--- src/rtl/btb_predictor_pkg.sv ---
// Shared types, default sizes and helpers for the BTB/BHT predictor.
package btb_predictor_pkg;

    localparam int DEF_ENTRIES     = 16;
    localparam int DEF_FETCH_WIDTH = 4;
    localparam int DEF_HIST_BITS   = 6;
    localparam int DEF_BHT_ENTRIES = 64;
    localparam int DEF_OPAQUE_BITS = 10;

    localparam logic [1:0] CTR_INIT   = 2'b01;  // weakly not-taken
    localparam logic [1:0] CTR_UNCOND = 2'b11;  // reported for jal/jalr hits

    // One BTB entry: full word-address tag, target and branch kind.
    typedef struct packed {
        logic        valid;
        logic [29:0] tag;
        logic [31:0] target;
        logic        cond;
    } btb_entry_t;

    // Training event from execute, sized for the default configuration.
    typedef struct packed {
        logic [31:0]              pc;
        logic [31:0]              target;
        logic                     taken;
        logic                     cond;
        logic [DEF_HIST_BITS-1:0] history;
    } btb_update_t;

    typedef struct packed {
        logic [1:0]               counter;
        logic [DEF_HIST_BITS-1:0] history;
    } bht_resp_t;

    typedef struct packed {
        logic                                 hit;
        logic                                 taken;
        logic [DEF_FETCH_WIDTH-1:0]           mask;
        logic [$clog2(DEF_FETCH_WIDTH)-1:0]   bridx;
        logic [31:0]                          target;
        logic [DEF_OPAQUE_BITS-1:0]           entry;
        bht_resp_t                            bht;
    } btb_response_t;

    // 2-bit saturating counter step.
    function automatic logic [1:0] ctr_next(input logic [1:0] ctr, input logic taken);
        if (taken) begin
            return (ctr == 2'b11) ? ctr : ctr + 2'b01;
        end
        return (ctr == 2'b00) ? ctr : ctr - 2'b01;
    endfunction

endpackage

--- src/rtl/btb_predictor_bht_table.sv ---
// bht_table: 2-bit direction counters, one combinational read, one saturating write.
module bht_table
    import btb_predictor_pkg::*;
#(
    parameter int BHT_ENTRIES = DEF_BHT_ENTRIES,
    parameter int IDX_BITS    = $clog2(BHT_ENTRIES)
) (
    input  logic                clk,
    input  logic                reset,
    input  logic [IDX_BITS-1:0] i_rd_idx,
    output logic [1:0]          o_rd_ctr,
    input  logic                i_wr_en,
    input  logic [IDX_BITS-1:0] i_wr_idx,
    input  logic                i_wr_taken
);

    logic [1:0] r_ctr [BHT_ENTRIES];

    assign o_rd_ctr = r_ctr[i_rd_idx];

    // Counter storage: initialise to weakly not-taken, then one saturating step per update.
    always_ff @(posedge clk) begin
        if (reset) begin
            // NOTE: a memory gets a reset only when its contents are visible straight after
            // reset; every counter here is, so the whole array is initialised.
            for (int i = 0; i < BHT_ENTRIES; i++) begin
                r_ctr[i] <= CTR_INIT;
            end
        end else if (i_wr_en) begin
            // NOTE: <= keeps the read of r_ctr on the pre-edge value, so same-cycle lookups
            // in the parent see the old counter.
            r_ctr[i_wr_idx] <= ctr_next(r_ctr[i_wr_idx], i_wr_taken);
        end
    end

endmodule

--- src/rtl/btb_predictor.sv ---
// btb_predictor: fully associative BTB plus global-history BHT, registered 1-cycle lookup.
module btb_predictor
    import btb_predictor_pkg::*;
#(
    parameter int ENTRIES     = DEF_ENTRIES,
    parameter int FETCH_WIDTH = DEF_FETCH_WIDTH,
    parameter int HIST_BITS   = DEF_HIST_BITS,
    parameter int BHT_ENTRIES = DEF_BHT_ENTRIES,
    parameter int OPAQUE_BITS = DEF_OPAQUE_BITS
) (
    input  logic                           clk,
    input  logic                           reset,
    input  logic                           req_valid,
    input  logic [31:0]                    req_addr,
    input  logic                           flush,
    output logic                           resp_valid,
    output logic                           resp_hit,
    output logic                           resp_taken,
    output logic [FETCH_WIDTH-1:0]         resp_mask,
    output logic [$clog2(FETCH_WIDTH)-1:0] resp_bridx,
    output logic [31:0]                    resp_target,
    output logic [OPAQUE_BITS-1:0]         resp_entry,
    output logic [HIST_BITS-1:0]           resp_history,
    output logic [1:0]                     resp_counter,
    input  logic                           upd_valid,
    input  logic [31:0]                    upd_pc,
    input  logic [31:0]                    upd_target,
    input  logic                           upd_taken,
    input  logic                           upd_cond,
    input  logic [HIST_BITS-1:0]           upd_history
);

    localparam int OFF_BITS = $clog2(FETCH_WIDTH);
    localparam int IDX_BITS = $clog2(BHT_ENTRIES);
    localparam int ENT_BITS = (ENTRIES > 1) ? $clog2(ENTRIES) : 1;
    localparam int BLK_BITS = 30 - OFF_BITS;

    btb_entry_t             r_btb [ENTRIES];
    logic [ENT_BITS-1:0]    r_rr_ptr;
    logic [HIST_BITS-1:0]   r_ghist;

    logic                   r_resp_valid, r_resp_hit, r_resp_taken;
    logic [FETCH_WIDTH-1:0] r_resp_mask;
    logic [OFF_BITS-1:0]    r_resp_bridx;
    logic [31:0]            r_resp_target;
    logic [OPAQUE_BITS-1:0] r_resp_entry;
    logic [HIST_BITS-1:0]   r_resp_history;
    logic [1:0]             r_resp_counter;

    logic [OFF_BITS-1:0]    w_req_off;
    logic [BLK_BITS-1:0]    w_req_blk;
    logic                   w_hit;
    logic [ENT_BITS-1:0]    w_win_idx;
    logic [OFF_BITS-1:0]    w_win_slot;
    logic                   w_win_cond;
    logic [31:0]            w_win_target;
    logic [IDX_BITS-1:0]    w_rd_idx;
    logic [1:0]             w_rd_ctr;
    logic                   w_taken;
    logic [1:0]             w_counter;
    logic [FETCH_WIDTH-1:0] w_mask;
    logic [OFF_BITS-1:0]    w_bridx;
    logic [31:0]            w_target;
    logic [OPAQUE_BITS-1:0] w_entry;

    logic                   w_upd_match;
    logic [ENT_BITS-1:0]    w_upd_match_idx;
    logic                   w_free;
    logic [ENT_BITS-1:0]    w_free_idx;
    logic [ENT_BITS-1:0]    w_alloc_idx;
    logic [IDX_BITS-1:0]    w_wr_idx;
    logic                   w_unused_bits;

    assign w_req_off     = req_addr[OFF_BITS+1:2];
    assign w_req_blk     = req_addr[31:OFF_BITS+2];
    assign w_unused_bits = ^{req_addr[1:0], upd_pc[1:0]};

    // CAM match and priority select: lowest slot at or after the request offset, lowest index on ties.
    always_comb begin
        // NOTE: every variable assigned here gets a default first, so no path leaves it unassigned (no latch).
        w_hit      = 1'b0;
        w_win_idx  = '0;
        w_win_slot = '0;
        for (int i = 0; i < ENTRIES; i++) begin
            if (r_btb[i].valid && (r_btb[i].tag[29:OFF_BITS] == w_req_blk)
                && (r_btb[i].tag[OFF_BITS-1:0] >= w_req_off)
                && (!w_hit || (r_btb[i].tag[OFF_BITS-1:0] < w_win_slot))) begin
                w_hit      = 1'b1;
                w_win_idx  = ENT_BITS'(i);
                w_win_slot = r_btb[i].tag[OFF_BITS-1:0];
            end
        end
    end

    assign w_win_cond   = r_btb[w_win_idx].cond;
    assign w_win_target = r_btb[w_win_idx].target;
    assign w_rd_idx     = r_btb[w_win_idx].tag[IDX_BITS-1:0] ^ IDX_BITS'(r_ghist);

    // Response fields from the winner (or the fall-through prediction on a miss).
    always_comb begin
        w_taken   = w_hit && (!w_win_cond || w_rd_ctr[1]);
        w_counter = !w_hit ? 2'b00 : (w_win_cond ? w_rd_ctr : CTR_UNCOND);
        w_bridx   = w_hit ? w_win_slot : OFF_BITS'(FETCH_WIDTH - 1);
        w_target  = w_hit ? w_win_target
                          : ({w_req_blk, {(OFF_BITS + 2){1'b0}}} + 32'(FETCH_WIDTH * 4));
        w_entry   = w_hit ? OPAQUE_BITS'(w_win_idx) : '0;
        w_mask    = '0;
        for (int s = 0; s < FETCH_WIDTH; s++) begin
            w_mask[s] = (OFF_BITS'(s) >= w_req_off) && (!w_taken || (OFF_BITS'(s) <= w_win_slot));
        end
    end

    // Update-side search: existing entry for upd_pc, and lowest-index free slot.
    always_comb begin
        w_upd_match     = 1'b0;
        w_upd_match_idx = '0;
        w_free          = 1'b0;
        w_free_idx      = '0;
        for (int i = ENTRIES - 1; i >= 0; i--) begin
            if (r_btb[i].valid && (r_btb[i].tag == upd_pc[31:2])) begin
                w_upd_match     = 1'b1;
                w_upd_match_idx = ENT_BITS'(i);
            end
            if (!r_btb[i].valid) begin
                w_free     = 1'b1;
                w_free_idx = ENT_BITS'(i);
            end
        end
    end

    assign w_alloc_idx = w_free ? w_free_idx : r_rr_ptr;
    assign w_wr_idx    = upd_pc[IDX_BITS+1:2] ^ IDX_BITS'(upd_history);

    bht_table #(
        .BHT_ENTRIES (BHT_ENTRIES),
        .IDX_BITS    (IDX_BITS)
    ) u_bht (
        .clk        (clk),
        .reset      (reset),
        .i_rd_idx   (w_rd_idx),
        .o_rd_ctr   (w_rd_ctr),
        .i_wr_en    (upd_valid && upd_cond),
        .i_wr_idx   (w_wr_idx),
        .i_wr_taken (upd_taken)
    );

    // BTB contents, round-robin pointer and global history; flush is applied first so an allocation survives it.
    always_ff @(posedge clk) begin
        if (reset) begin
            // Tag/target/cond are meaningless while invalid, so only the valid bits are cleared.
            for (int i = 0; i < ENTRIES; i++) begin
                r_btb[i].valid <= 1'b0;
            end
            r_rr_ptr <= '0;
            r_ghist  <= '0;
        end else begin
            if (flush) begin
                for (int i = 0; i < ENTRIES; i++) begin
                    r_btb[i].valid <= 1'b0;
                end
            end
            if (upd_valid) begin
                if (upd_cond) begin
                    r_ghist <= {r_ghist[HIST_BITS-2:0], upd_taken};
                end
                if (w_upd_match) begin
                    if (upd_taken) begin
                        r_btb[w_upd_match_idx].target <= upd_target;
                        r_btb[w_upd_match_idx].cond   <= upd_cond;
                    end
                end else if (upd_taken) begin
                    r_btb[w_alloc_idx] <= '{valid: 1'b1, tag: upd_pc[31:2],
                                            target: upd_target, cond: upd_cond};
                    if (!w_free) begin
                        r_rr_ptr <= (r_rr_ptr == ENT_BITS'(ENTRIES - 1)) ? '0 : r_rr_ptr + 1'b1;
                    end
                end
            end
        end
    end

    // Registered response; fields hold when no request is presented.
    always_ff @(posedge clk) begin
        if (reset) begin
            r_resp_valid   <= 1'b0;
            r_resp_hit     <= 1'b0;
            r_resp_taken   <= 1'b0;
            r_resp_mask    <= '0;
            r_resp_bridx   <= '0;
            r_resp_target  <= '0;
            r_resp_entry   <= '0;
            r_resp_history <= '0;
            r_resp_counter <= '0;
        end else begin
            r_resp_valid <= req_valid;
            if (req_valid) begin
                r_resp_hit     <= w_hit;
                r_resp_taken   <= w_taken;
                r_resp_mask    <= w_mask;
                r_resp_bridx   <= w_bridx;
                r_resp_target  <= w_target;
                r_resp_entry   <= w_entry;
                r_resp_history <= r_ghist;
                r_resp_counter <= w_counter;
            end
        end
    end

    assign resp_valid   = r_resp_valid;
    assign resp_hit     = r_resp_hit;
    assign resp_taken   = r_resp_taken;
    assign resp_mask    = r_resp_mask;
    assign resp_bridx   = r_resp_bridx;
    assign resp_target  = r_resp_target;
    assign resp_entry   = r_resp_entry;
    assign resp_history = r_resp_history;
    assign resp_counter = r_resp_counter;

endmodule

--- config.mk ---
export PLATFORM = sky130hd
export DESIGN_NAME = btb_predictor
export DESIGN_NICKNAME = d
export VERILOG_FILES = /design/src/rtl/btb_predictor_pkg.sv /design/src/rtl/btb_predictor_bht_table.sv /design/src/rtl/btb_predictor.sv
export SDC_FILE = /design/constraint.sdc
export NUM_CORES = 2
export LEC_CHECK = 0
export BUFFER_PORTS_ARGS = -buffer_cell sky130_fd_sc_hd__buf_4
export CORE_MARGIN = 10
export CORE_UTILIZATION = 68
export CTS_CLUSTER_DIAMETER = 120
export DETAILED_ROUTE_END_ITERATION = 10
export PLACE_DENSITY = 0.86
export SYNTH_ARGS = -nofsm -noshare
export SYNTH_HDL_FRONTEND = slang
export SYNTH_SLANG_ARGS = --single-unit
--- constraint.sdc ---
create_clock -name clk -period 36.3 [get_ports clk]
set_clock_uncertainty 0.05 [all_clocks]
set_input_delay 0 -clock clk [delete_from_list [all_inputs] [get_ports clk]]
set_output_delay 0 -clock clk [all_outputs]
set_load 0.02 [all_outputs]
## After elaboration in Yosys (flattened, before gate mapping)

Memory sizes are Yosys's and may differ from the RTL's.
Cells that the tools add are included.

- Word-level logic and storage cells: 386
- Flip-flop bits (word level): 69
- Memory bits (writable): 1152
- Output and inout bits: 59
- Bits in read-only memories: 0
- Bits of input ports: 109
- Bits in latches: 0
- Memories kept: 2

Memories:

| name | depth | bits a word | rd ports | clocked after memory_dff | wr ports | RTL line | source |
|---|---|---|---|---|---|---|---|
| r_btb | 16 | 64 | 17 | 0 | 17 | btb_predictor.sv:38 | `btb_entry_t r_btb [ENTRIES];` |
| u_bht.r_ctr | 64 | 2 | 2 | 0 | 64 | btb_predictor_bht_table.sv:17 | `logic [1:0] r_ctr [BHT_ENTRIES];` |

- Multiplexer cells: 165
- Add/sub/neg operators: 4
- Divide/modulo/power cells: 0
- Shifts and indexed selects: 0
- Eq/ne operators: 34
- Multipliers: 0
- Reductions and logical operators: 111
- Magnitude comparators: 39
- Bitwise logic cells: 20

Operator list:

| kind | count |
|---|---|
| $eq 30x30->1 | 16 |
| $eq 28x28->1 | 16 |
| $mux 4 | 50 |
| $mux 1 | 85 |
| $logic_and 1x1->1 | 69 |
| $mux 64 | 1 |
| $reduce_or 64->1 | 1 |
| $mux 2 | 27 |
| $add 32x5->32 const B | 1 |
| $ge 2x2->1 | 16 |
| $mux 32 | 1 |
| $lt 2x2->1 | 15 |
| $logic_or 1x1->1 | 20 |
| $logic_not 1->1 | 17 |
| $or 1x1->1 | 16 |
| $xor 6x6->6 | 2 |
| $mux 6 | 1 |
| $add 4x1->4 const B | 1 |
| $eq 4x4->1 const B | 1 |
| $ge 1x2->1 const A | 2 |
| $ge 2x2->1 const A | 2 |
| $le 1x2->1 const A | 2 |
| $le 2x2->1 const A | 2 |
| $reduce_and 4->1 | 1 |
| other kinds (7) | 8 |

## Longest topological paths before layout

An unclocked memory read counts as a cell.

- Depth after elaboration: 73
- Depth in mapped cells: 89
- Depth with buffers taken out: 83

## By module

A second synthesis with hierarchy kept.

- Cells, all modules: 4583
- Area, all modules: 60961.0 µm²

By module, submodules not included:

| module | cells each | sequential area each (µm²) | area an instance (µm²) | instances |
|---|---|---|---|---|
| btb_predictor | 3950 | 31990.7 | 53069.6 | 1 |
| bht_table | 633 | 3843.7 | 7891.3 | 1 |

## Least setup slack after synthesis

Ideal clock, no wire load.

- Path type: flip-flop to flip-flop
- Start point: memory r_btb[0][33] (netlist bit)
- End point: register r_resp_mask[1] (netlist: resp_mask[1])
- Setup slack: 19.808 ns
- Required time: 36.159 ns
- Path buffers: 3
- Cell stages (with the launch flop): 81
- Library setup time: 0.091 ns
- Data arrival time: 16.352 ns
- Cell sequence: edfxtp_1 inv_1 ha_1 nand2b_1 a21oi_1 or4_1 nor3_1 nand2_1 ha_1 o21ai_0 nand2b_1 a21oi_1 nand2_1 o21ai_0 inv_1 ha_1 a211o_1 a21oi_1 (+45 left out) a21oi_1 nand2b_1 a21oi_1 a211oi_1 a222oi_1 o31a_2 nor2_2 buf_6 clkbuf_1 o22ai_1 o221ai_1 a32oi_2 xnor2_2 mux4_2 nor2_1 o32ai_1 or4_4 a311oi_1

RTL lines:

| item | RTL line | source |
|---|---|---|
| from (decl) | btb_predictor.sv:38 |  |
| to (signal assigned) | btb_predictor.sv:199 | `r_resp_mask <= w_mask;` |
| to (decl) | btb_predictor.sv:43 | `logic [FETCH_WIDTH-1:0] r_resp_mask;` |

==> out/results.tsv <==
metric	value	unit
status	finished clean	
Starting Density	68.6	%
CTS max path bufs	3	
measured slew at the worst slew-check pin	1280	ps
layout net count	4926	
synth warn	0	
fin crit share	58.6	%
Max stage delay on crit path	820	ps
die area	0.101	sq mm
share of post-route cells with drive strength above 1	14.6	%
syn_area_per_cell	13.2	sq um
I/O Pins	168	
Crit Path Category	reg2reg	
Vias/cell	7.46	
post-synth top area share	57.1	%
routability congestion estimate	1.02	
Slew headroom	14.1	%
MaxCap Viol Count	0	
clock sink total	1214	
final slew viol count	0	
largest net degree at the start of global routing	113	
Worst Setup Start Kind	flop	
DRT iter0 DRCs	8907	
post-route ant nets	0	
area grow syn2layout	11.9	%
crit path max fanout	22	
ys async rst share	0	%
worst path required time	36820	ps
setup violators final	0	
initial antenna violation count	6	
Clock transition at path regs	70	ps
Skew-Pair Late Insertion Delay	770	ps
f_max	0.0470	GHz
Inserted Clock Buffers	118	
Critical-path top delay cell	or2_2	
power density over the cells	45.7	mW/mm^2
hpwl dp	117	mm
Post-synth EDFFs	1152	
vertical die dimension	319	um
I/O Buffers	157	
#FFs+latches synth	1214	
die width	319	um
first-pass detailed-route iteration total	11	
routed length per placed instance	35.4	um
row count	109	
maximum VDD drop	57.2	uV
Post-synth top cells	edfxtp_1, xnor2_1, nand2_1	
most used cell, CP	ha_1	
WP data arrival	21780	ps
synth unique cells	109	
first-pass GRT wire length	306	mm
Vias	45124	
post-synth top area cell	edfxtp_1	
via count of the first global-routing pass	44139	
largest cells by area after synthesis	edfxtp_1, xnor2_1, mux4_2, xor2_1, nand4_1	
Gate Count Post-Synth	4603	
mapped cell area	0.0606	sq mm
most frequent cell after synthesis	edfxtp_1	
top_reg_cell synth	edfxtp_1	
crit path time final	21260	ps
post-synthesis sequential area ratio	59.1	%
CTS tree	built	
CTS root buf	clkbuf_16	
LEAKAGE	21.7	nW
WL final	214	mm
Hold Slack	31.0	ps
Hold WC Path Type	in2reg	
core area	0.0884	sq mm
Critical Path Sink Type	flop	
H-tree depth	3	
unrepaired setup endpoints after global routing	no	
Fin. Hold Viols	0	
Setup TNS	0	ps
drc violations	0	
All-Layer GR Usage	41.0	%
total power	3.10	mW
remaining global-route overflow	0	
setup bufs post-CTS	0	
==> cells in the final DEF, fill, tap and decap left out, types with 110 or more instances in the layout <==
cell | synthesis | final
xor2_1 | 189 | 187
nand4_1 | 224 | 224
buf_4 | 14 | 254
edfxtp_1 | 1152 | 1152
clkbuf_16 | 0 | 120
mux4_2 | 159 | 159
xnor2_1 | 775 | 772
nand2_1 | 303 | 302
nand3_1 | 202 | 202
nor2_1 | 296 | 261
o21ai_0 | 122 | 120
a21oi_1 | 110 | 110
==> path summary, 6_finish.rpt <==
kind	from	to	slack, ps	depth (start not counted)
max reg2reg	r_btb[0][33]$_DFFE_PP_	resp_counter[0]$_SDFFE_PP0P_	15040	80
max	r_btb[0][33]$_DFFE_PP_	resp_counter[0]$_SDFFE_PP0P_	15040	80
min reg2reg	resp_counter[0]$_SDFFE_PP0P_	resp_counter[0]$_SDFFE_PP0P_	450	2
min	req_addr[2]	resp_mask[0]$_SDFFE_PP0P_	30	4
==> power by group <==
group / internal, mW / switching [mW] / total [mW] / leakage [nW]
combinational: 0.0763 / 0.174 / 0.250 / 8.83
clock: 0.726 / 0.576 / 1.30 / 1.94
sequential: 1.54 / 0.00890 / 1.55 / 10.9
==> area by class of cell <==
| type | instances | area [sq um] |
|---|---|---|
| antenna | 3 | 7.51 |
| fill | 4918 | 20600 |
| inverter | 47 | 176 |
| tap | 1165 | 1460 |
| timing repair buffer | 329 | 2670 |
| clock buffer | 143 | 3140 |
| sequential | 1214 | 35800 |
| multi-input combinational | 3063 | 23700 |
| clock inverter | 81 | 866 |
==> cells by family after synthesis <==
| kind of cell | share of synthesized area (%) |
|---|---|
| other | 0.00619 |
| buffers and inverters | 2.28 |
| XOR/XNOR | 14.1 |
| AND/OR/NAND/NOR | 10.9 |
| AO/OA/AOI/OAI | 5.21 |
| flip-flops | 59.1 |
| multiplexers | 7.44 |
| adder cells (fa/ha/maj) | 0.958 |
==> worst max-delay path: cells and delay by family (launching register included) <==
family                   cells  cell delay (ps)
buffers and inverters        5              750
AND/OR/NAND/NOR             22             6260
AO/OA/AOI/OAI               41             9870
adder cells (fa/ha/maj)     10             2850
flip-flops                   1              470
multiplexers                 2              760
==> registers in the layout (all words and copies together), names as in the netlist, 2 cells and up <==
| signal | flops |
|---|---|
| resp_entry | 4 |
| resp_bridx | 2 |
| resp_target | 32 |
| resp_history | 6 |
| u_bht.r_ctr | 128 |
| r_ghist | 6 |
| resp_mask | 4 |
| r_btb | 1024 |
| r_rr_ptr | 4 |
==> repair_timing <==
| item | in CTS | in global routing |
|---|---|---|
| gates resized for setup | 0 | 0 |
| hold endpoints to repair | 1136 | 0 |
| hold buffers | 74 | 0 |
==> routing by layer <==
layer / wire length (um) / vias up / global-route usage [%]
met1: 67200 / 21395 / 50.8
met5: 86 / - / 0.627
met4: 18800 / 10 / 28.6
li1: - / 17461 / -
met2: 92400 / 4971 / 60.5
met3: 35400 / 1287 / 13.7
==> stage by stage <==
step	setup WS [ps]	cells	instance area, sq um	util, %
after CTS	15560	6042	67800	76.7
after detailed placement	15720	5744	63100	71.3
after floorplan	19810	4608	60600	-
final	15040	6045	67800	76.7
after global placement	15890	5744	63100	71.3
after global routing	13790	6043	67800	76.7
(Power assumes the default switching activity.)
